$ cat src/rtl/unsigned32_mult.sv
// rtl/unsigned32_mult.sv - sequential unsigned radix-2 shift-add multiplier
module unsigned32_mult #(
    parameter int WIDTH = 32,
    parameter int CW    = 6
) (
    input  logic               clk,
    input  logic               reset,
    input  logic               start,
    input  logic [WIDTH-1:0]   A,
    input  logic [WIDTH-1:0]   B,
    output logic [2*WIDTH-1:0] P,
    output logic               ok,
    output logic               done,
    output logic               ovf
);

    typedef enum logic [1:0] {
        S_IDLE = 2'd0,
        S_RUN  = 2'd1,
        S_DONE = 2'd2
    } state_t;

    state_t           r_state;
    logic [WIDTH-1:0] r_mcand;
    logic [WIDTH-1:0] r_acc_hi;
    logic [WIDTH-1:0] r_acc_lo;
    logic [CW-1:0]    r_cnt;
    logic             r_done;
    logic [WIDTH:0]   w_sum;

    // The carry out of the adder is kept and shifted into the top of acc_hi.
    assign w_sum = {1'b0, r_acc_hi} + (r_acc_lo[0] ? {1'b0, r_mcand} : {(WIDTH+1){1'b0}});

    always_ff @(posedge clk or negedge reset) begin
        if (!reset) begin
            r_state  <= S_IDLE;
            r_mcand  <= '0;
            r_acc_hi <= '0;
            r_acc_lo <= '0;
            r_cnt    <= '0;
            r_done   <= 1'b0;
        end else begin
            case (r_state)
                S_IDLE, S_DONE: begin
                    r_done <= 1'b0;
                    if (start) begin
                        r_mcand  <= A;
                        r_acc_lo <= B;
                        r_acc_hi <= '0;
                        r_cnt    <= CW'(WIDTH - 1);
                        r_state  <= S_RUN;
                    end
                end
                S_RUN: begin
                    r_acc_hi <= w_sum[WIDTH:1];
                    r_acc_lo <= {w_sum[0], r_acc_lo[WIDTH-1:1]};
                    r_cnt    <= r_cnt - 1'b1;
                    if (r_cnt == '0) begin
                        r_state <= S_DONE;
                        r_done  <= 1'b1;
                    end else begin
                        r_done  <= 1'b0;
                    end
                end
                default: begin
                    r_state <= S_IDLE;
                    r_done  <= 1'b0;
                end
            endcase
        end
    end

    assign P    = {r_acc_hi, r_acc_lo};
    assign ok   = (r_state != S_RUN);
    assign done = r_done;
    assign ovf  = |r_acc_hi;

endmodule

$ cat config.mk
export PLATFORM = sky130hd
export DESIGN_NAME = unsigned32_mult
export DESIGN_NICKNAME = d
export VERILOG_FILES = /design/src/rtl/unsigned32_mult.sv
export SDC_FILE = /design/constraint.sdc
export NUM_CORES = 1
export LEC_CHECK = 0
export CORE_ASPECT_RATIO = 0.8
export CORE_UTILIZATION = 56
export DETAILED_ROUTE_END_ITERATION = 10
export PLACE_DENSITY = 0.87
export SLEW_MARGIN = 20
export SYNTH_ARGS = -nofsm -noshare
export SYNTH_HDL_FRONTEND = slang
export SYNTH_SLANG_ARGS = --single-unit
$ cat constraint.sdc
create_clock -name clk -period 3.82 [get_ports clk]
set_input_delay 0.764 -clock clk [delete_from_list [all_inputs] [get_ports clk]]
set_output_delay 0.764 -clock clk [all_outputs]
set_load 0.01 [all_outputs]
### Word level (Yosys, flattened, before mapping)

Index checks and enable logic that the tools add are counted.

| word-level totals | value |
|---|---|
| register bits | 105 |
| latch bits | 0 |
| bits in writable memories | 0 |
| memory bits (read-only) | 0 |
| bits of input ports | 67 |
| output and inout port bits | 67 |
| logic and storage cells | 33 |
| memories kept | 0 |

| cells by class | value |
|---|---|
| add/sub/neg operators | 2 |
| multiply operators | 0 |
| divide/modulo/power cells | 0 |
| $lt $le $gt $ge | 0 |
| equal/unequal tests | 5 |
| shifts and indexed selects | 0 |
| mux-type cells | 12 |
| bitwise operators | 0 |
| reductions and logical operators | 8 |

Operators with widths:

| cell | count |
|---|---|
| $pmux 32 s2 | 2 |
| $mux 32 | 3 |
| $add 32x32->33 | 1 |
| $reduce_or 32->1 | 1 |
| $pmux 6 s2 | 1 |
| $logic_not 6->1 | 1 |
| $mux 6 | 1 |
| $reduce_and 2->1 | 3 |
| $sub 6x1->6 const B | 1 |
| $mux 2 | 2 |
| $ne 2x2->1 const B | 2 |
| $pmux 2 s2 | 1 |
| $eq 2x1->1 const B | 1 |
| $eq 2x2->1 const B | 1 |
| $logic_not 2->1 | 1 |
| $mux 1 | 2 |
| $ne 2x1->1 const B | 1 |
| $reduce_bool 2->1 | 1 |
| $reduce_or 2->1 | 1 |

### Longest topological paths before layout

Gate-level depths: netlist of run 1.

| logic depth | value |
|---|---|
| word-level depth | 4 |
| depth in mapped cells | 11 |
| gate-level depth less buffers | 11 |

### Worst setup path before layout of run 1

Ideal clock, no wire load.

| timing path | value |
|---|---|
| path type | flip-flop to flip-flop |
| start | register r_acc_lo[0] |
| end | register r_acc_hi[12] |
| setup time | 0.122 ns |
| arrival time | 2.518 ns |
| data required time | 3.698 ns |
| slack | 1.181 ns |
| stages on the path, launching flop included | 11 |
| path buffers | 1 |
| period minus slack after synthesis | 2.639 ns |
| cell sequence | dfrtp_1 clkbuf_1 and2_1 ha_1 a21o_1 a31oi_2 a21oi_2 o221a_4 o21a_1 or3_1 a32o_1 |

| on the way | value |
|---|---|
| longest elaborated chain between the ends | 3 |

Ends and longest elaborated chain:

| item | RTL line | text |
|---|---|---|
| start, declared | 26 | `logic [WIDTH-1:0] r_acc_lo;` |
| start signal, assigned | 56 | `r_acc_lo <= {w_sum[0], r_acc_lo[WIDTH-1:1]};` |
| $mux 32 | 32 | `assign w_sum = {1'b0, r_acc_hi} + (r_acc_lo[0] ? {1'b0, r_mcand} : {(WIDTH+1){1'b0}});` |
| $add 32x32->33 | 32 |  |
| $pmux 32 s2 | 43 | `case (r_state)` |
| end signal, assigned | 55 | `r_acc_hi <= w_sum[WIDTH:1];` |
| end, declared | 25 | `logic [WIDTH-1:0] r_acc_hi;` |

Every way passes these cells.
A chain may end at the register's enable or synchronous reset.

### Worst setup path after layout of run 1

| timing path | value |
|---|---|
| start | register r_acc_lo[0] |
| end | register r_acc_hi[23] |

Same word-level chain as after synthesis.

==> out/metrics.cfg, run 1 <==
[run_status]
status = complete, no violations

[synthesis]
yosysMostFrequentCell = nand2_1
synth.avg_cell_area_um2 = 8.501
synth_ff_type = dfrtp_1
synth_top_area_cell = dfrtp_1
ys_top_cells_by_area = dfrtp_1, nand2_1, ha_1, a22oi_1, and2_1
ys_async_sr_fraction_pct = 100.0
syn_nets = 847
syn_inst = 745
synth-warning-count = 0
synth.distinct_cells = 62
synthTopCellsByCount = nand2_1, dfrtp_1, a22oi_1
synth_edf_count = 0
synth.cell_area_um2 = 6334
synth_top_cell_area_share_pct = 41.49
yosysSeqAreaShare_pct = 41.49
ys_seq_elements = 105

[layout]
antenna_cells = 0
nNetsFinal = 957
area_growth_pct = 27.16
utilization_pct = 73.67
layout-drive-gt1-share_pct = 4.651

[setup_path]
crit_slowest_cell = dfrtp_1
max_stage_delay_ps = 1030
arrival_ps = 3720
crit_buf_inv = 1
worstSetupStartpointType = register
timing.rr.start = r_acc_lo[0]
reg2reg_depth = 11
cp_top_family = compound AO/OA/AOI/OAI gates
path_depth = 11
path_max_fanout = 34
startpoint = r_acc_lo[0]
cp_data_required_time_ps = 4070
critPathKind = reg2reg
critical_path.cell_chain = and2_1 -> ha_1 -> inv_1 -> fa_1 -> nor2b_1 -> o2111ai_1 -> a21oi_2 -> nor3_4 -> a21oi_1 -> o21ai_0 -> a32o_1
end_kind = register

[clock_network]
cts_root_buf = clkbuf_16
clkSlewWorstSetupHoldPaths_ps = 80
cts_made_buffers = 9
cts_tree = yes
cts_resized = 0
cts_setup_buffers = 0
clk_path_buf_depth = 2
cts_sinks = 105
postCtsHoldBufs = 0
clock_latency_ps = 360
htreeDepth = 3

[die]
core_area_um2 = 10930
boundaryPins = 134
die_h_um = 97.12
die-width_um = 120.9
placementRows = 34
start_util_pct = 57.93
dieArea_um2 = 11740

[global_route]
grt_pass1_wl_mm = 29.43
grt_overflow_total = 0
grt_pass1_vias = 5815
antenna_found_initial = 0
grt_usage_pct = 32.00
grt_max_degree = 69

[timing]
tns_ps = 0
period_share_pct = 90.96
max_freq_ghz = 0.2878
hold_violations = 0
layout_setup_ws_ps = 345.3
maxSlewViolCount = 0
tightest_slew_ps = 1033
rsz0062_at_grt = false
worst_slew_margin_rel_pct = 31.15
min_period_ps = 3475
skew_ps = 11.87
setup_viol = 0

[power]
total_power_w = 0.007625
leakagePower_nw = 3.712
ir_drop_mv = 0.5454
power_density_nw_per_um2 = 946.7

[route]
drc = 0
vias_per_cell = 6.039
wl_per_cell_um = 17.98
vias = 6063
first_pass_iters = 5
drt_iter0_markers = 497
totalWireLength_mm = 18.05
ant_nets = 0

[place]
gp_congestion = 0.9318
dp_hpwl_mm = 12.75
post-place-ws_ps = 479.0
io_buffers = 133

[run]
maxCapViolations = 0

[min_path]
hp-class = in2async

## area by class of cell
class / instances / area (um^2)
Clock buffer: 9 / 225.2
Clock inverter: 7 / 83.83
Fill cell: 814 / 2879
Inverter: 11 / 41.29
Multi-Input combinational cell: 587 / 3507
Sequential cell: 105 / 2628
Tap cell: 144 / 180.2
Timing Repair Buffer: 141 / 1389
## final timing paths
| kind | end | slack [ps] |
|---|---|---|
| max | r_acc_hi[23] | 350 |
| min | r_mcand[11] | 360 |
| max reg2reg | r_acc_hi[23] | 350 |
| min reg2reg | r_mcand[5] | 480 |
| max in group asynchronous | r_acc_lo[28] | 2580 |
| min in group clk | r_mcand[5] | 480 |
## cells in the final DEF (no fill, tap or decap), drive strengths merged, types with 8 or more instances in the layout
cell type        n
nand2          208
clkdlybuf4s50  132
dfrtp          105
a22oi           35
ha              34
o21ai           34
and2            32
a21oi           30
nor2            29
nand3           22
a21o            17
inv             15
nor3            11
nor4             9
clkbuf           9
buf              9
o31ai            8
xnor2            8
a211oi           8
## worst register-to-register path, stage by stage (launching register included)
cell and delay (ps):
dfrtp_1 1030, and2_1 250, ha_1 170, inv_1 60, fa_1 410, nor2b_1 190, o2111ai_1 160, a21oi_2 250
nor3_4 100, a21oi_1 340, o21ai_0 130, a32o_1 270
## logic make-up after synthesis
| kind of cell | synth area share (%) |
|---|---|
| mux | 0.6322 |
| simple gates | 25.54 |
| flops | 41.49 |
| buf+inv | 3.497 |
| fa+ha+maj | 7.033 |
| xor+xnor | 2.074 |
| compound gates | 19.74 |
## layer usage
| layer | global-route usage, % | up-vias | share of wire (%) | wire [um] |
|---|---|---|---|---|
| met1 | 46.18 | 2913 | 46 | 8225 |
| met2 | 49.36 | 272 | 47 | 8406 |
| met3 | 5.692 | 36 | 6.4 | 1164 |
| met4 | 9.117 | 0 | 1.4 | 252 |
| met5 | 0 | - | 0 | 0 |
| li1 | - | 2842 | - | - |
## stage by stage
step                      hold slack (ps)  instances  cell area [um^2]
after global routing                384.1       1004              8054
after global placement              452.5        988              7745
final                               355.4       1004              8054
after floorplan                     437.4        745              6334
after detailed placement            457.2        988              7745
after CTS                           367.9       1004              8054
## flip-flops by register name, summed over array words and instances, names as in the netlist
register	cells
r_acc_hi	32
r_acc_lo	32
r_mcand	32
r_cnt	6
r_state	2
done	1
## power by group
part           switching [W]  internal (W)  total [W]
clock               0.000484      0.000469   0.000954
sequential          0.000556       0.00169    0.00224
combinational        0.00240       0.00203    0.00443
total                0.00344       0.00418    0.00762
(Power assumes the default switching activity.)
==> run 2: changes to the inputs <==
- ABC_AREA: unset -> 1
- CORE_UTILIZATION: 56 -> 57
- HOLD_SLACK_MARGIN: unset -> 0.15
==> run 2 against run 1 <==
Compared with the run above: count of clock-buffer cells in the layout increased by 1; sequential power decreased by 17%; synthesized area increased by 9.4%.
==> out/metrics.cfg, run 2 <==
[synthesis]
synth-warning-count = 0  ; unchanged
syn_nets = 1162  ; was 847
synthTopCellsByCount = nand2_1, inv_1, dfrtp_1  ; was nand2_1, dfrtp_1, a22oi_1
ys_top_cells_by_area = dfrtp_1, nand2_1, inv_1, ha_1, nand3_1  ; was dfrtp_1, nand2_1, ha_1, a22oi_1, and2_1
synth_edf_count = 0  ; unchanged
synth.avg_cell_area_um2 = 6.537  ; was 8.501 um^2
synth_top_cell_area_share_pct = 37.92  ; was 41.49%
synth_top_area_cell = dfrtp_1  ; unchanged
synth.distinct_cells = 36  ; was 62
ys_async_sr_fraction_pct = 100.0  ; unchanged
syn_inst = 1060  ; was 745
synth_ff_type = dfrtp_1  ; unchanged
ys_seq_elements = 105  ; unchanged
yosysSeqAreaShare_pct = 37.92  ; was 41.49%
synth.cell_area_um2 = 6929  ; was 6334 um^2
yosysMostFrequentCell = nand2_1  ; unchanged

[route]
ant_nets = 0  ; unchanged
wl_per_cell_um = 14.27  ; was 17.98 um
drt_iter0_markers = 630  ; was 497
vias_per_cell = 5.267  ; was 6.039
vias = 7032  ; was 6,063
first_pass_iters = 8  ; was 5
totalWireLength_mm = 19.05  ; was 18.05 mm
drc = 0  ; unchanged

[run_status]
status = complete, no violations  ; unchanged

[timing]
maxSlewViolCount = 0  ; unchanged
tightest_slew_ps = 918.2  ; was 1033 ps
max_freq_ghz = 0.3294  ; was 0.2878 GHz
worst_slew_margin_rel_pct = 38.70  ; was 31.15%
setup_viol = 0  ; unchanged
skew_ps = 7.090  ; was 11.87 ps
layout_setup_ws_ps = 784.2  ; was 345.3 ps
min_period_ps = 3036  ; was 3475 ps
hold_violations = 0  ; unchanged
tns_ps = 0  ; unchanged
period_share_pct = 79.47  ; was 90.96%
rsz0062_at_grt = false  ; unchanged

[global_route]
grt_overflow_total = 0  ; unchanged
antenna_found_initial = 0  ; unchanged
grt_pass1_vias = 6434  ; was 5,815
grt_max_degree = 67  ; was 69
grt_usage_pct = 31.80  ; was 32.00%
grt_pass1_wl_mm = 31.35  ; was 29.43 mm

[place]
io_buffers = 133  ; unchanged
post-place-ws_ps = 1145  ; was 479.0 ps
gp_congestion = 0.9629  ; was 0.9318
dp_hpwl_mm = 14.43  ; was 12.75 mm

[power]
leakagePower_nw = 4.849  ; was 3.712 nW
ir_drop_mv = 0.3751  ; was 0.5454 mV
power_density_nw_per_um2 = 706.4  ; was 946.7 nW/um^2

[setup_path]
end_kind = primary output  ; was register
crit_buf_inv = 2  ; was 1
max_stage_delay_ps = 590  ; was 1030 ps
cp_top_family = simple AND/OR/NAND/NOR gates  ; was compound AO/OA/AOI/OAI gates
critical_path.cell_chain = inv_1 -> nand4_1 -> nor4_1 -> nand4_1 -> clkdlybuf4s50_1  ; was and2_1 -> ha_1 -> inv_1 -> fa_1 -> nor2b_1 -> o2111ai_1 -> a21oi_2 -> nor3_4 -> a21oi_1 -> o21ai_0 -> a32o_1
worstSetupStartpointType = register  ; unchanged
path_max_fanout = 3  ; was 34
arrival_ps = 2270  ; was 3720 ps
crit_slowest_cell = nor4_1  ; was dfrtp_1
critPathKind = reg2out  ; was reg2reg
path_common_cell = nand4_1
cp_data_required_time_ps = 3060  ; was 4070 ps

[clock_network]
cts_root_buf = clkbuf_16  ; unchanged
cts_tree = yes  ; unchanged
clkSlewWorstSetupHoldPaths_ps = 80  ; about the same
cts_resized = 0  ; unchanged
htreeDepth = 3  ; unchanged
cts_setup_buffers = 0  ; unchanged
clk_path_buf_depth = 2  ; unchanged
cts_sinks = 105  ; unchanged
clock_latency_ps = 350  ; was 360 ps
postCtsHoldBufs = 0  ; unchanged
cts_made_buffers = 9  ; unchanged

[min_path]
hp-class = in2async  ; unchanged

[layout]
fillerInstances = 966  ; was 814
area_growth_pct = 25.39  ; was 27.16%
register_area_um2 = 2628  ; unchanged
antenna_cells = 0  ; unchanged
reg_top3 = r_acc_hi (32), r_acc_lo (32), r_mcand (32)  ; unchanged
final_cell_mix = nand2_1, inv_1, clkdlybuf4s50_1, dfrtp_1, nand3_1  ; was nand2_1, clkdlybuf4s50_1, dfrtp_1, a22oi_1, ha_1
final_common_cell = nand2_1  ; unchanged
multi_input_area_um2 = 3552  ; was 3507 um^2
layout-drive-gt1-share_pct = 4.718  ; was 4.651%
nNetsFinal = 1284  ; was 957

[die]
dieArea_um2 = 12600  ; was 11,740 um^2
core_area_um2 = 11690  ; was 10,930 um^2
die_h_um = 100.6  ; was 97.12 um
placementRows = 35  ; was 34
boundaryPins = 134  ; unchanged
start_util_pct = 59.26  ; was 57.93%
die-width_um = 125.3  ; was 120.9 um

[run]
maxCapViolations = 0  ; unchanged

-- run 2: kinds of logic after synthesis --
logic type      Yosys count  share of synthesized area (%)
xor+xnor                  4                         0.5057
simple gates            646                          38.44
fa+ha+maj                35                          6.428
buf+inv                 198                          11.03
flops                   105                          37.92
compound gates           72                          5.670
-- run 2: worst register-to-register path, stage by stage, from the launching register on --
cell and delay, ps:
dfrtp_1 690, nand2_1 110, inv_1 80, ha_1 260, inv_1 80, fa_1 410, inv_1 130, nand3_1 80
nand3_1 140, nand2_1 70, nand2_1 170, nand3_1 90, nand2_1 150, nand2_1 80, nand2_1 60, o21ai_1 60
-- run 2: area by class of cell --
cell class	instances	share of cell area (%)
Inverter	171	7.388
Clock buffer	10	2.635
Sequential cell	105	30.24
Multi-Input combinational cell	757	40.88
Clock inverter	6	0.8497
Tap cell	148	2.131
Timing Repair Buffer	138	15.87
-- run 2: where the power goes --
group          leakage (nW)  internal (W)  total (W)  switching [W]
clock network         0.147      0.000520   0.000967       0.000447
registers              1.27       0.00148    0.00186       0.000380
logic                  3.43       0.00142    0.00331        0.00189
total                  4.85       0.00342    0.00614        0.00271
-- run 2: metrics by stage --
step                area, um^2  hold slack, ps  std cells  total power (W)  util [%]
floorplan                 6929           441.7       1060         0.003744         -
global placement          8386           455.2       1319         0.005058     71.72
detailed placement        8386           459.8       1319         0.005116     71.72
CTS                       8688           445.0       1335         0.006108     74.31
global route              8688           480.0       1335         0.006590     74.31
finish                    8688           434.7       1335         0.006137     74.31
-- run 2: metal layers --
layer,track usage [%],part of all wire (%)
met2,48.13,44
met3,7.272,9.3
met4,10.51,2.1
met1,45.25,45
met5,0,0
-- run 2: path summary, 6_finish.rpt --
| kind | start | endpoint | slack [ps] | depth (start not counted) |
|---|---|---|---|---|
| setup reg to reg | r_acc_lo[0] | r_acc_hi[15] | 1040 | 15 |
| setup / recovery | r_acc_hi[7] | ovf | 780 | 5 |
| min in group clk | r_mcand[28] | r_mcand[28] | 470 | 2 |
| hold / removal | reset | r_acc_lo[5] | 430 | 1 |
| max in group asynchronous | reset | r_acc_hi[29] | 2650 | 2 |
| hold reg to reg | r_mcand[28] | r_mcand[28] | 470 | 2 |
